==> config.mk <==
export PLATFORM = sky130hd
export DESIGN_NAME = lpc_uart_formatter
export DESIGN_NICKNAME = d
export VERILOG_FILES = /design/src/rtl/lpc_uart_formatter.sv
export SDC_FILE = /design/constraint.sdc
export NUM_CORES = 1
export LEC_CHECK = 0
export BUFFER_PORTS_ARGS = -buffer_cell sky130_fd_sc_hd__clkbuf_2
export CORE_ASPECT_RATIO = 0.5
export CORE_UTILIZATION = 45
export DETAILED_ROUTE_END_ITERATION = 8
export PLACE_DENSITY = 0.62
export SLEW_MARGIN = 15
export SYNTH_ARGS = -nofsm -noshare
export SYNTH_HDL_FRONTEND = slang
export SYNTH_SLANG_ARGS = --single-unit
export TNS_END_PERCENT = 30
==> constraint.sdc <==
create_clock -name clock -period 6.82 [get_ports clock]
set_input_delay 0.341 -clock clock [delete_from_list [all_inputs] [get_ports clock]]
set_output_delay 0.341 -clock clock [all_outputs]
set_load 0.05 [all_outputs]
==> src/rtl/lpc_uart_formatter.sv <==
// Buffers decoded LPC cycle records and renders each one as an 11-byte ASCII line
// ("W 0080 5A\r\n") streamed byte by byte into uart_tx via its enable/ready handshake.
module lpc_uart_formatter #(
    parameter int DEPTH = 4
) (
    input  logic        clock,
    input  logic        reset,
    input  logic        in_valid,
    input  logic        in_dir,
    input  logic [15:0] in_addr,
    input  logic [7:0]  in_data,
    output logic [7:0]  uart_data,
    output logic        uart_enable,
    input  logic        uart_ready,
    output logic [7:0]  drop_count,
    output logic        busy
);
    localparam int AW = $clog2(DEPTH);
    localparam logic [AW:0] PTR_ONE = 1;

    typedef enum logic {
        IDLE,
        SEND
    } state_t;

    logic [24:0] mem [DEPTH];
    logic [24:0] line_q;
    logic [AW:0] wr_ptr_q, rd_ptr_q;
    logic        empty, full, push, pop, accept;
    logic        ready_q;
    logic [7:0]  drop_q;
    logic [7:0]  data_q;
    logic        enable_q, busy_q;
    state_t      state_q, state_d;
    logic [3:0]  idx_q, idx_d;
    logic [7:0]  chars [16];

    function automatic logic [7:0] hex_char(input logic [3:0] n);
        return (n < 4'd10) ? (8'h30 + {4'h0, n}) : (8'h37 + {4'h0, n});
    endfunction

    assign empty  = (wr_ptr_q == rd_ptr_q);
    assign full   = (wr_ptr_q[AW] != rd_ptr_q[AW]) && (wr_ptr_q[AW-1:0] == rd_ptr_q[AW-1:0]);
    assign push   = in_valid && !full;
    assign pop    = (state_q == IDLE) && !empty;
    // uart_tx drops ready when it latches the pending byte
    assign accept = ready_q && !uart_ready;

    always_ff @(posedge clock) begin
        if (push) begin
            mem[wr_ptr_q[AW-1:0]] <= {in_dir, in_addr, in_data};
        end
    end

    always_ff @(posedge clock) begin
        if (pop) begin
            line_q <= mem[rd_ptr_q[AW-1:0]];
        end
    end

    // Character table for the line currently held in line_q
    assign chars[0] = line_q[24] ? 8'h57 : 8'h52;
    assign chars[1] = 8'h20;
    assign chars[6] = 8'h20;
    assign chars[9] = 8'h0D;
    assign chars[10] = 8'h0A;
    generate
        for (genvar gi = 0; gi < 4; gi++) begin : g_addr_hex
            assign chars[2 + gi] = hex_char(line_q[23 - 4*gi -: 4]);
        end
        for (genvar gi = 0; gi < 2; gi++) begin : g_data_hex
            assign chars[7 + gi] = hex_char(line_q[7 - 4*gi -: 4]);
        end
        for (genvar gi = 11; gi < 16; gi++) begin : g_unused
            assign chars[gi] = 8'h00;
        end
    endgenerate

    always_comb begin
        state_d = state_q;
        idx_d   = idx_q;
        case (state_q)
            IDLE: begin
                if (!empty) begin
                    state_d = SEND;
                    idx_d   = 4'd0;
                end
            end
            SEND: begin
                if (accept) begin
                    if (idx_q == 4'd10) begin
                        state_d = IDLE;
                    end else begin
                        idx_d = idx_q + 4'd1;
                    end
                end
            end
            default: state_d = IDLE;
        endcase
    end

    always_ff @(posedge clock) begin
        if (reset) begin
            wr_ptr_q <= '0;
            rd_ptr_q <= '0;
            drop_q   <= 8'd0;
            ready_q  <= 1'b0;
            state_q  <= IDLE;
            idx_q    <= 4'd0;
            data_q   <= 8'h00;
            enable_q <= 1'b0;
            busy_q   <= 1'b0;
        end else begin
            ready_q <= uart_ready;
            state_q <= state_d;
            idx_q   <= idx_d;
            if (push) begin
                wr_ptr_q <= wr_ptr_q + PTR_ONE;
            end
            if (pop) begin
                rd_ptr_q <= rd_ptr_q + PTR_ONE;
            end
            // A pop in the same cycle does not rescue a record arriving while full
            if (in_valid && full && (drop_q != 8'hFF)) begin
                drop_q <= drop_q + 8'd1;
            end
            // Outputs trail the FSM by one edge, giving the dropout between lines
            enable_q <= (state_q == SEND);
            if (state_q == SEND) begin
                data_q <= chars[idx_q];
            end
            busy_q <= (state_q != IDLE) || !empty;
        end
    end

    assign uart_data   = data_q;
    assign uart_enable = enable_q;
    assign drop_count  = drop_q;
    assign busy        = busy_q;
endmodule

==> flow_summary.yaml, run 1 <==
clock_network:
  cts_made_buffers: 17
  cts_tree: "built"
  cts_resized: 0
  clock_sinks: 154
  clockBufferDepth: 2
  cts_max_level: 4
  root_buffer: "clkbuf_16"
  postCtsSetupBuffers: 0
  hold_buffers: 0
  clk_latency_ns: 0.42
  clk_pin_slew_ns: 0.07
power_and_ir_drop:
  total_power_mw: 2.95
  peakVddDrop_uv: 218
  power.density_mw_per_mm2: 389
  power.leakage_nw: 2.61
finish:
  fin_nets: 528
  final_util: 0.546
  area_growth_pct: 15.3
  drive_above_1_share: 0.245
global_route:
  grt_first_pass_wirelength_microns: 20600
  antenna_found_initial: 1
  grt_use_total: 0.186
  grt_pass1_vias: 3574
  grt_max_degree: 33
  grt_remaining_overflow: 0
critical_path:
  cp_data_required_time_ns: 6.89
  critPathKind: "reg2reg"
  timing.rr.start: "rd_ptr_q[0]"
  rr_worst_depth: 4
  r2r_setup_slack_ns: 4.10
  timing.rr.end: "mem[3][21]"
  arrival_ns: 2.78
  crit_fanout: 28
  cp-start-kind: "register"
  end_kind: "register"
sta:
  maxSlewViolCount: 0
  post-route-min-period_ns: 2.72
  setup-tns-final_ns: 0
  fmax_mhz: 368
  final_hold_viol_count: 0
  whs_ns: 0.134
  rsz0062_at_grt: "no"
  layout_setup_ws_ns: 4.10
  setup_violations: 0
  period_share: 0.398
  fin_skew_ns: 0.0188
  worst_pin_slew_ns: 1.07
  maxSlewHeadroom: 0.290
die:
  rows: 30
  fp.dieW_microns: 173
  num_io_pins: 47
  initial_core_util: 0.474
  die_area_sq_mm: 0.0151
  die_y_microns: 87.5
  core_area_sq_mm: 0.0139
hold_path:
  hp-start: "in_addr[6]"
  hold_end: "mem[2][14]"
  worst_hold_path.num_cells: 1
  hold_class: "in2reg"
route:
  vias_per_cell: 5.40
  drc: 0
  drt-initial-drc-count: 255
  dr.pass1.iters: 5
  avgRoutedWirePerCell_microns: 18.6
  drtAntennaViolNets: 0
  vias: 3731
  routed_wl_microns: 12900
logic_synthesis:
  synth_flop_cell: "edfxtp_1"
  synth_top_area_cell: "edfxtp_1"
  yosysTopAreaCellShare: 0.570
  yosysMostFrequentCell: "edfxtp_1"
  syn_area_sq_mm: 0.00658
  synth_nets: 479
  syn_area_per_cell_sq_um: 15.1
  ys_seq_area_frac: 0.659
  synth_area_leaders: "edfxtp_1, dfxtp_1, mux4_2"
  synthArstFlopShare: 0
  netlist-cell-type-count: 60
  ys_seq_elements: 154
  synth-edff-count: 125
  yosysWarnings: 0
  netlist_instances: 436
  synth_common_cells: "edfxtp_1, nor2_1, dfxtp_1, mux4_2"
flow_run:
  drv_cap: 0
placed_design:
  io_buffers: 45
  dp_hpwl_microns: 8500
  gp_routability_congestion: 0.886
  place_ws_ns: 4.03
outcome:
  status: "finished, final reports clean"
[flip-flops by register name (all words and copies together), names as in the netlist]
register,count
state_q,1
mem,100
busy,1
idx_q,4
drop_count,8
line_q,25
wr_ptr_q,3
uart_data,7
rd_ptr_q,3
ready_q,1
uart_enable,1
[worst max-delay path by stage]
stage	start	endpoint	slack (ns)	cells past startpoint
6_report	rd_ptr_q[0]	mem[3][21]	4.10	4
4_1_cts	rd_ptr_q[0]	mem[3][7]	4.03	4
2_1_floorplan	rd_ptr_q[1]	rd_ptr_q[2]	4.62	6
3_5_place_dp	rd_ptr_q[0]	rd_ptr_q[2]	4.03	5
3_3_place_gp	rd_ptr_q[0]	mem[3][14]	4.07	4
5_1_grt	rd_ptr_q[0]	rd_ptr_q[2]	3.78	5
[critical path, cell delays in order, from the launching register on]
cell and delay [ns]:
dfxtp_2 1.00, xnor2_2 0.25, a31oi_1 0.52, and2_1 0.24
buf_4 0.35
[metal layers]
layer / wire length, microns / track usage / part of all wire
met1: 6690 / 0.280 / 0.52
met2: 5300 / 0.257 / 0.41
met3: 723 / 0.0510 / 0.056
met4: 155 / 0.0660 / 0.012
met5: 0 / 0 / 0
[final cells by class]
| cell class | instances | area (sq um) |
|---|---|---|
| clock inverter | 15 | 155 |
| inverter | 18 | 67.6 |
| timing repair buffer | 50 | 263 |
| tap | 192 | 240 |
| multi-input combinational | 244 | 2100 |
| antenna | 1 | 2.50 |
| clock buffer | 17 | 425 |
| fill | 1128 | 6300 |
| sequential | 154 | 4340 |
[cell usage in the layout (no fill, tap or decap), drive strengths merged, types with 3 or more instances in the layout]
| master | synthesis | final |
|---|---|---|
| inv | 16 | 25 |
| mux2i | 4 | 4 |
| a211o | 3 | 3 |
| buf | 11 | 5 |
| xnor2 | 17 | 17 |
| nand2 | 15 | 15 |
| a2111oi | 4 | 4 |
| nor2b | 10 | 10 |
| a311oi | 7 | 7 |
| nand2b | 3 | 3 |
| nand3 | 9 | 9 |
| nor2 | 33 | 33 |
| edfxtp | 125 | 125 |
| and2 | 6 | 6 |
| a211oi | 8 | 8 |
| mux4 | 25 | 25 |
| ha | 14 | 14 |
| dfxtp | 29 | 29 |
| a21oi | 15 | 15 |
| o21ai | 10 | 10 |
| o21a | 4 | 4 |
| clkinv | 2 | 6 |
| clkbuf | 9 | 62 |
| xor2 | 4 | 4 |
| o211ai | 7 | 7 |
| nor4 | 3 | 3 |
| nor3 | 10 | 10 |
| or3 | 3 | 3 |
| nor4b | 3 | 3 |
| a31oi | 4 | 4 |
[cell families after synthesis]
| group | count (synthesis) | share of synthesized area |
|---|---|---|
| DFF | 154 | 0.659 |
| buffers and inverters | 38 | 0.0241 |
| muxes | 29 | 0.0917 |
| and+or+nand+nor | 103 | 0.0804 |
| AOI/OAI and AO/OA | 76 | 0.0877 |
| adders and majority gates | 14 | 0.0266 |
| xor gates and xnor gates | 21 | 0.0302 |
| other | 1 | 0.000570 |
[power breakdown]
| group | switching (mW) | internal, mW |
|---|---|---|
| Sequential | 0.168 | 1.21 |
| Combinational | 0.378 | 0.281 |
| Clock | 0.398 | 0.517 |
[metrics by stage]
stage,std cells,instance area [sq um]
6_report,691,7580
5_1_grt,690,7580
4_1_cts,690,7580
3_5_place_dp,658,7000
3_3_place_gp,658,7000
2_1_floorplan,436,6580
Power figures use the tool's default switching activity.
==> run 2, diff against run 1 <==
==> constraint.sdc (replaced) <==
create_clock -name clock -period 2.5 [get_ports clock]
set_input_delay 0.125 -clock clock [delete_from_list [all_inputs] [get_ports clock]]
set_output_delay 0.125 -clock clock [all_outputs]
set_load 0.05 [all_outputs]
==> run 2 against run 1 <==
  * Worst hold slack gained 0.066 ns
  * Power grew to 2.8 times the previous value
  * Sequential share of layout area is 2.8 points lower
  * Sequential cell count is the same
  * Cell area increased by 5.2%
  * Setup slack worse by 3.7 ns
  * Wire length is 1.9% higher
  * Combinational power increased to 3.0 times the previous value
  * Sequential power grew to 2.6 times the previous value
==> flow_summary.yaml, run 2 (synthesis gave the netlist of run 1 again) <==
sta:
  maxSlewHeadroom: 0.586
  fin_skew_ns: 0.0133
  post-route-min-period_ns: 2.06
  period_share: 0.823
  fmax_mhz: 486
  worst_pin_slew_ns: 0.621
  final_hold_viol_count: 0
  whs_ns: 0.201
  setup-tns-final_ns: 0
  rsz0062_at_grt: "no"
  maxSlewViolCount: 0
  setup_violations: 0
critical_path:
  end_kind: "register"
  cp_data_required_time_ns: 2.83
  cp-start-kind: "register"
  arrival_ns: 2.39
  critPathKind: "reg2reg"
  crit_chain: "inv_1 > ha_1 > a21bo_2 > a311oi_1 > nor3_1 > a311o_1 > a311oi_2"
  rr_worst_depth: 7
  r2r_setup_slack_ns: 0.44
  timing.rr.end: "uart_data[2]"
  crit_slowest_cell: "edfxtp_1"
  crit_fanout: 7
  cpPeakStageDelay_ns: 0.47
  timing.rr.start: "line_q[21]"
clock_network:
  clk_latency_ns: 0.42
  cts_made_buffers: 17
  cts_tree: "built"
  cts_max_level: 4
  root_buffer: "clkbuf_16"
  clock_sinks: 154
  postCtsSetupBuffers: 0
  clockBufferDepth: 2
  clk_pin_slew_ns: 0.07
finish:
  finalNonFillerCells: 728
  area_growth_pct: 21.3
  num-fill-cells: 1139
  layout_common_cells: "edfxtp_1, clkbuf_2, nor2_1, dfxtp_1, dlygate4sd3_1"
  drive_above_1_share: 0.250
  fin_nets: 566
  largest_register_ffs: 100
  n_antenna_cell: 0
  final_common_cell: "edfxtp_1"
die:
  num_io_pins: 47
  rows: 30
  fp.dieW_microns: 173
  die_area_sq_mm: 0.0151
  die_y_microns: 87.5
  core_area_sq_mm: 0.0139
  initial_core_util: 0.474
global_route:
  antenna_found_initial: 0
  grt_remaining_overflow: 0
  grt_pass1_vias: 3926
  grt_max_degree: 30
  grt_use_total: 0.189
  grt_first_pass_wirelength_microns: 21300
hold_path:
  hp-start: "in_valid"
  worst_hold_path.num_cells: 5
  hold_end: "wr_ptr_q[0]"
  hold_class: "in2reg"
power_and_ir_drop:
  power.density_mw_per_mm2: 1040
  peakVddDrop_uv: 509
  total_power_mw: 8.34
  power.leakage_nw: 2.81
route:
  dr.pass1.iters: 4
  drc: 0
  avgRoutedWirePerCell_microns: 18.0
  vias_per_cell: 5.36
  drt-initial-drc-count: 282
  vias: 3899
  drtAntennaViolNets: 0
  routed_wl_microns: 13100
flow_run:
  drv_cap: 0
placed_design:
  io_buffers: 45
  placed_cells: 670
  gp_routability_congestion: 0.873
  dp_hpwl_microns: 8770
outcome:
  status: "finished, final reports clean"
run 2: cell count changes in the layout (fill, tap and decap cells not counted), sizes merged:
cell	before	now
clkinvlp	1	0
dlygate4sd3	0	26
buf	5	17
bufinv	1	3
diode	1	0
inv	25	24
run 2: how the worst max path moves through the flow:
stage | startpoint | endpoint | slack [ns] | cells after the start
finish | line_q[21] | uart_data[2] | 0.44 | 7
global route | line_q[13] | uart_data[1] | 0.28 | 6
CTS | line_q[9] | uart_data[2] | 0.46 | 7
detailed placement | line_q[9] | uart_data[2] | 0.47 | 7
global placement | line_q[9] | uart_data[2] | 0.53 | 7
floorplan | rd_ptr_q[1] | rd_ptr_q[2] | 0.30 | 6
run 2: power breakdown:
part / internal [mW] / switching [mW]
Clock: 1.62 / 1.13
Combinational: 0.836 / 1.11
Sequential: 3.29 / 0.357
Total: 5.74 / 2.60
run 2: area by class of cell:
class,count,area (sq um),share of cell area
multi-input cells,244,2100,0.263
inverters,18,67.6,0.00847
well taps,192,240,0.0301
flip-flops and latches,154,4340,0.543
repair buffers,88,613,0.0768
clock buffers,17,425,0.0533
clock inverters,15,203,0.0254
run 2: stage by stage:
stage | instance area [sq um] | util | setup slack (ns)
final | 7980 | 0.575 | 0.442
after global routing | 7980 | 0.575 | 0.276
after CTS | 7980 | 0.575 | 0.460
after detailed placement | 7090 | 0.511 | 0.475
after global placement | 7090 | 0.511 | 0.530
after floorplan | 6580 | - | 0.299
run 2: worst max-delay path, delay by kind of cell (launching register included):
family	cells	cell delay (ns)
flip-flops	1	0.47
buffers and inverters	1	0.07
AO/OA/AOI/OAI	4	1.13
AND/OR/NAND/NOR	1	0.09
adder cells (fa/ha/maj)	1	0.21
run 2: per-layer routing:
metal,up-vias,share of wire,track usage
li1,1866,-,-
met1,1915,0.49,0.270
met2,105,0.44,0.284
met3,13,0.057,0.0510
met4,0,0.0082,0.0595
met5,-,0,0
run 2: repair_timing:
item	4_1_cts	5_1_grt
endpoints found under the hold margin	101	0
hold buffers	26	0
gates resized for setup	0	0
==> run 3, diff against run 2 <==
--- a/config.mk
+++ b/config.mk
@@ -9,7 +9,7 @@
 export CORE_ASPECT_RATIO = 0.5
 export CORE_UTILIZATION = 45
 export DETAILED_ROUTE_END_ITERATION = 8
-export PLACE_DENSITY = 0.62
+export PLACE_DENSITY = 0.65
 export SLEW_MARGIN = 15
 export SYNTH_ARGS = -nofsm -noshare
 export SYNTH_HDL_FRONTEND = slang
==> constraint.sdc (replaced) <==
create_clock -name clock -period 1.8 [get_ports clock]
set_input_delay 0.09 -clock clock [delete_from_list [all_inputs] [get_ports clock]]
set_output_delay 0.09 -clock clock [all_outputs]
set_load 0.05 [all_outputs]
==> run 3 against run 2 <==
  * The flow now finishes with violations (negative setup slack)
  * Clock-buffer cell count stayed put
  * Register-to-register slack worse by 0.52 ns
  * Sequential cell count is the same
  * First-iteration DRC count down 12%
  * Power grew 42%
  * Sequential power increased by 37%
  * Final cell count is 4.0% higher
  * Setup slack got worse by 0.52 ns
  * Worst hold slack worse by 0.056 ns
  * Critical path type unchanged
  * Largest power group unchanged
==> flow_summary.yaml, run 3 (synthesis gave the netlist of run 1 again) <==
clock_network:
  clock_sinks: 154
  root_buffer: "clkbuf_16"
  clockBufferDepth: 2
  cts_max_level: 4
  cts_made_buffers: 17
  cts_tree: "built"
  clk_pin_slew_ns: 0.06
  clk_latency_ns: 0.43
placed_design:
  gp_routability_congestion: 0.861
  place_area_sq_mm: 0.00735
  io_buffers: 45
  dp_hpwl_microns: 8580
  place_ws_ns: -0.181
route:
  vias_per_cell: 5.31
  routed_wl_microns: 12800
  dr.pass1.iters: 5
  drt-initial-drc-count: 247
  drtAntennaViolNets: 0
  avgRoutedWirePerCell_microns: 16.9
  vias: 4017
  drc: 0
global_route:
  grt_remaining_overflow: 0
  grt_max_degree: 28
  grt_pass1_vias: 3873
  grt_use_total: 0.185
  grt_first_pass_wirelength_microns: 20600
  antenna_found_initial: 0
power_and_ir_drop:
  seqPwrFrac: 0.419
  swShare: 0.310
  clkPwrFrac: 0.306
  p_comb_frac: 0.276
  peakVddDrop_uv: 688
  power.leakage_nw: 2.97
  p_int_mw: 8.19
  power.density_mw_per_mm2: 1430
  switchingPower_mw: 3.68
finish:
  area_growth_pct: 26.0
  ff_latch_area_sq_mm: 0.00434
  num-fill-cells: 1058
  final_common_cell: "edfxtp_1"
  multi_input_area_sq_mm: 0.00216
  n_antenna_cell: 0
  final_area_sq_mm: 0.00829
  fin_nets: 595
  largest_register_ffs: 100
  drive_above_1_share: 0.310
  layout_common_cells: "edfxtp_1, clkbuf_2, buf_4, nor2_1, dfxtp_1"
critical_path:
  critPathTopFamily: "compound AO/OA/AOI/OAI gates"
  end_kind: "register"
  timing.rr.start: "line_q[9]"
  crit_chain: "inv_2 > ha_4 > nand2_2 > or3_1 > a311o_1 > a311o_1 > a311oi_2"
  cpPeakStageDelay_ns: 0.40
  cp-startpoint: "line_q[9]"
  cp_common_cell: "a311o_1"
  crit_slowest_cell: "edfxtp_1"
  cp_num_buf_inv: 1
  arrival_ns: 2.21
  cp_data_required_time_ns: 2.14
  cp-start-kind: "register"
  crit_fanout: 2
  critPathKind: "reg2reg"
die:
  fp.dieW_microns: 173
  die_y_microns: 87.5
  num_io_pins: 47
  initial_core_util: 0.474
  rows: 30
  core_area_sq_mm: 0.0139
  die_area_sq_mm: 0.0151
hold_path:
  hold_class: "in2reg"
  hp-start: "reset"
sta:
  maxSlewViolCount: 0
  period_share: 1.04
  final_hold_viol_count: 0
  rsz0062_at_grt: "yes"
  fin_skew_ns: 0.00980
  fmax_mhz: 533
  layout_setup_ws_ns: -0.0766
  post-route-min-period_ns: 1.88
  setup_violations: 1
outcome:
  status: "finished, violations left"
  violations: "negative setup slack"
flow_run:
  drv_cap: 0
## run 3: path summary, 6_finish.rpt
kind                            cells after the start  slack, ns            to
worst max-delay path                                7      -0.08  uart_data[2]
worst min-delay path                                2       0.14  uart_data[2]
worst max register to register                      7      -0.08  uart_data[2]
worst min register to register                      2       0.49  uart_data[3]
## run 3: final cells by class
type / count / area share
flip-flops and latches: 154 / 0.523
repair buffers: 117 / 0.106
clock inverters: 15 / 0.0216
inverters: 18 / 0.00815
clock buffers: 17 / 0.0513
well taps: 192 / 0.0290
multi-input cells: 244 / 0.260
## run 3: metrics by stage
stage	total power, mW	utilization	hold WS [ns]	std cells	TNS, ns
2_1_floorplan	7.00	-	0.189	436	-21.94
3_3_place_gp	8.06	0.530	0.309	698	-0.154
3_5_place_dp	8.11	0.530	0.308	698	-0.239
4_1_cts	11.9	0.594	0.126	757	-0.105
5_1_grt	12.5	0.597	0.177	757	-0.418
6_report	11.9	0.597	0.145	757	-0.0766
## run 3: power by group through the flow
| stage | Clock [mW] | Sequential (mW) | Combinational, mW |
|---|---|---|---|
| CTS | 3.69 | 4.96 | 3.22 |
| finish | 3.63 | 4.97 | 3.27 |
| global route | 3.84 | 5.04 | 3.59 |
| detailed placement | 0 | 5.03 | 3.08 |
| floorplan | 0 | 5.18 | 1.83 |
| global placement | 0 | 5.01 | 3.05 |
## run 3: metal layers
metal / track usage / vias up / share of wire
met1: 0.256 / 1959 / 0.49
met3: 0.0467 / 14 / 0.047
li1: - / 1941 / -
met2: 0.291 / 103 / 0.45
met5: 0 / - / 0
met4: 0.0619 / 0 / 0.011
## run 3: repair_timing
action                                  CTS  global route
resized for setup                         5            12
hold buffers                             26             0
pin swaps                                 5             0
setup buffers                             1             0
hold endpoints to repair                101             0
endpoints found under the setup margin    4             8
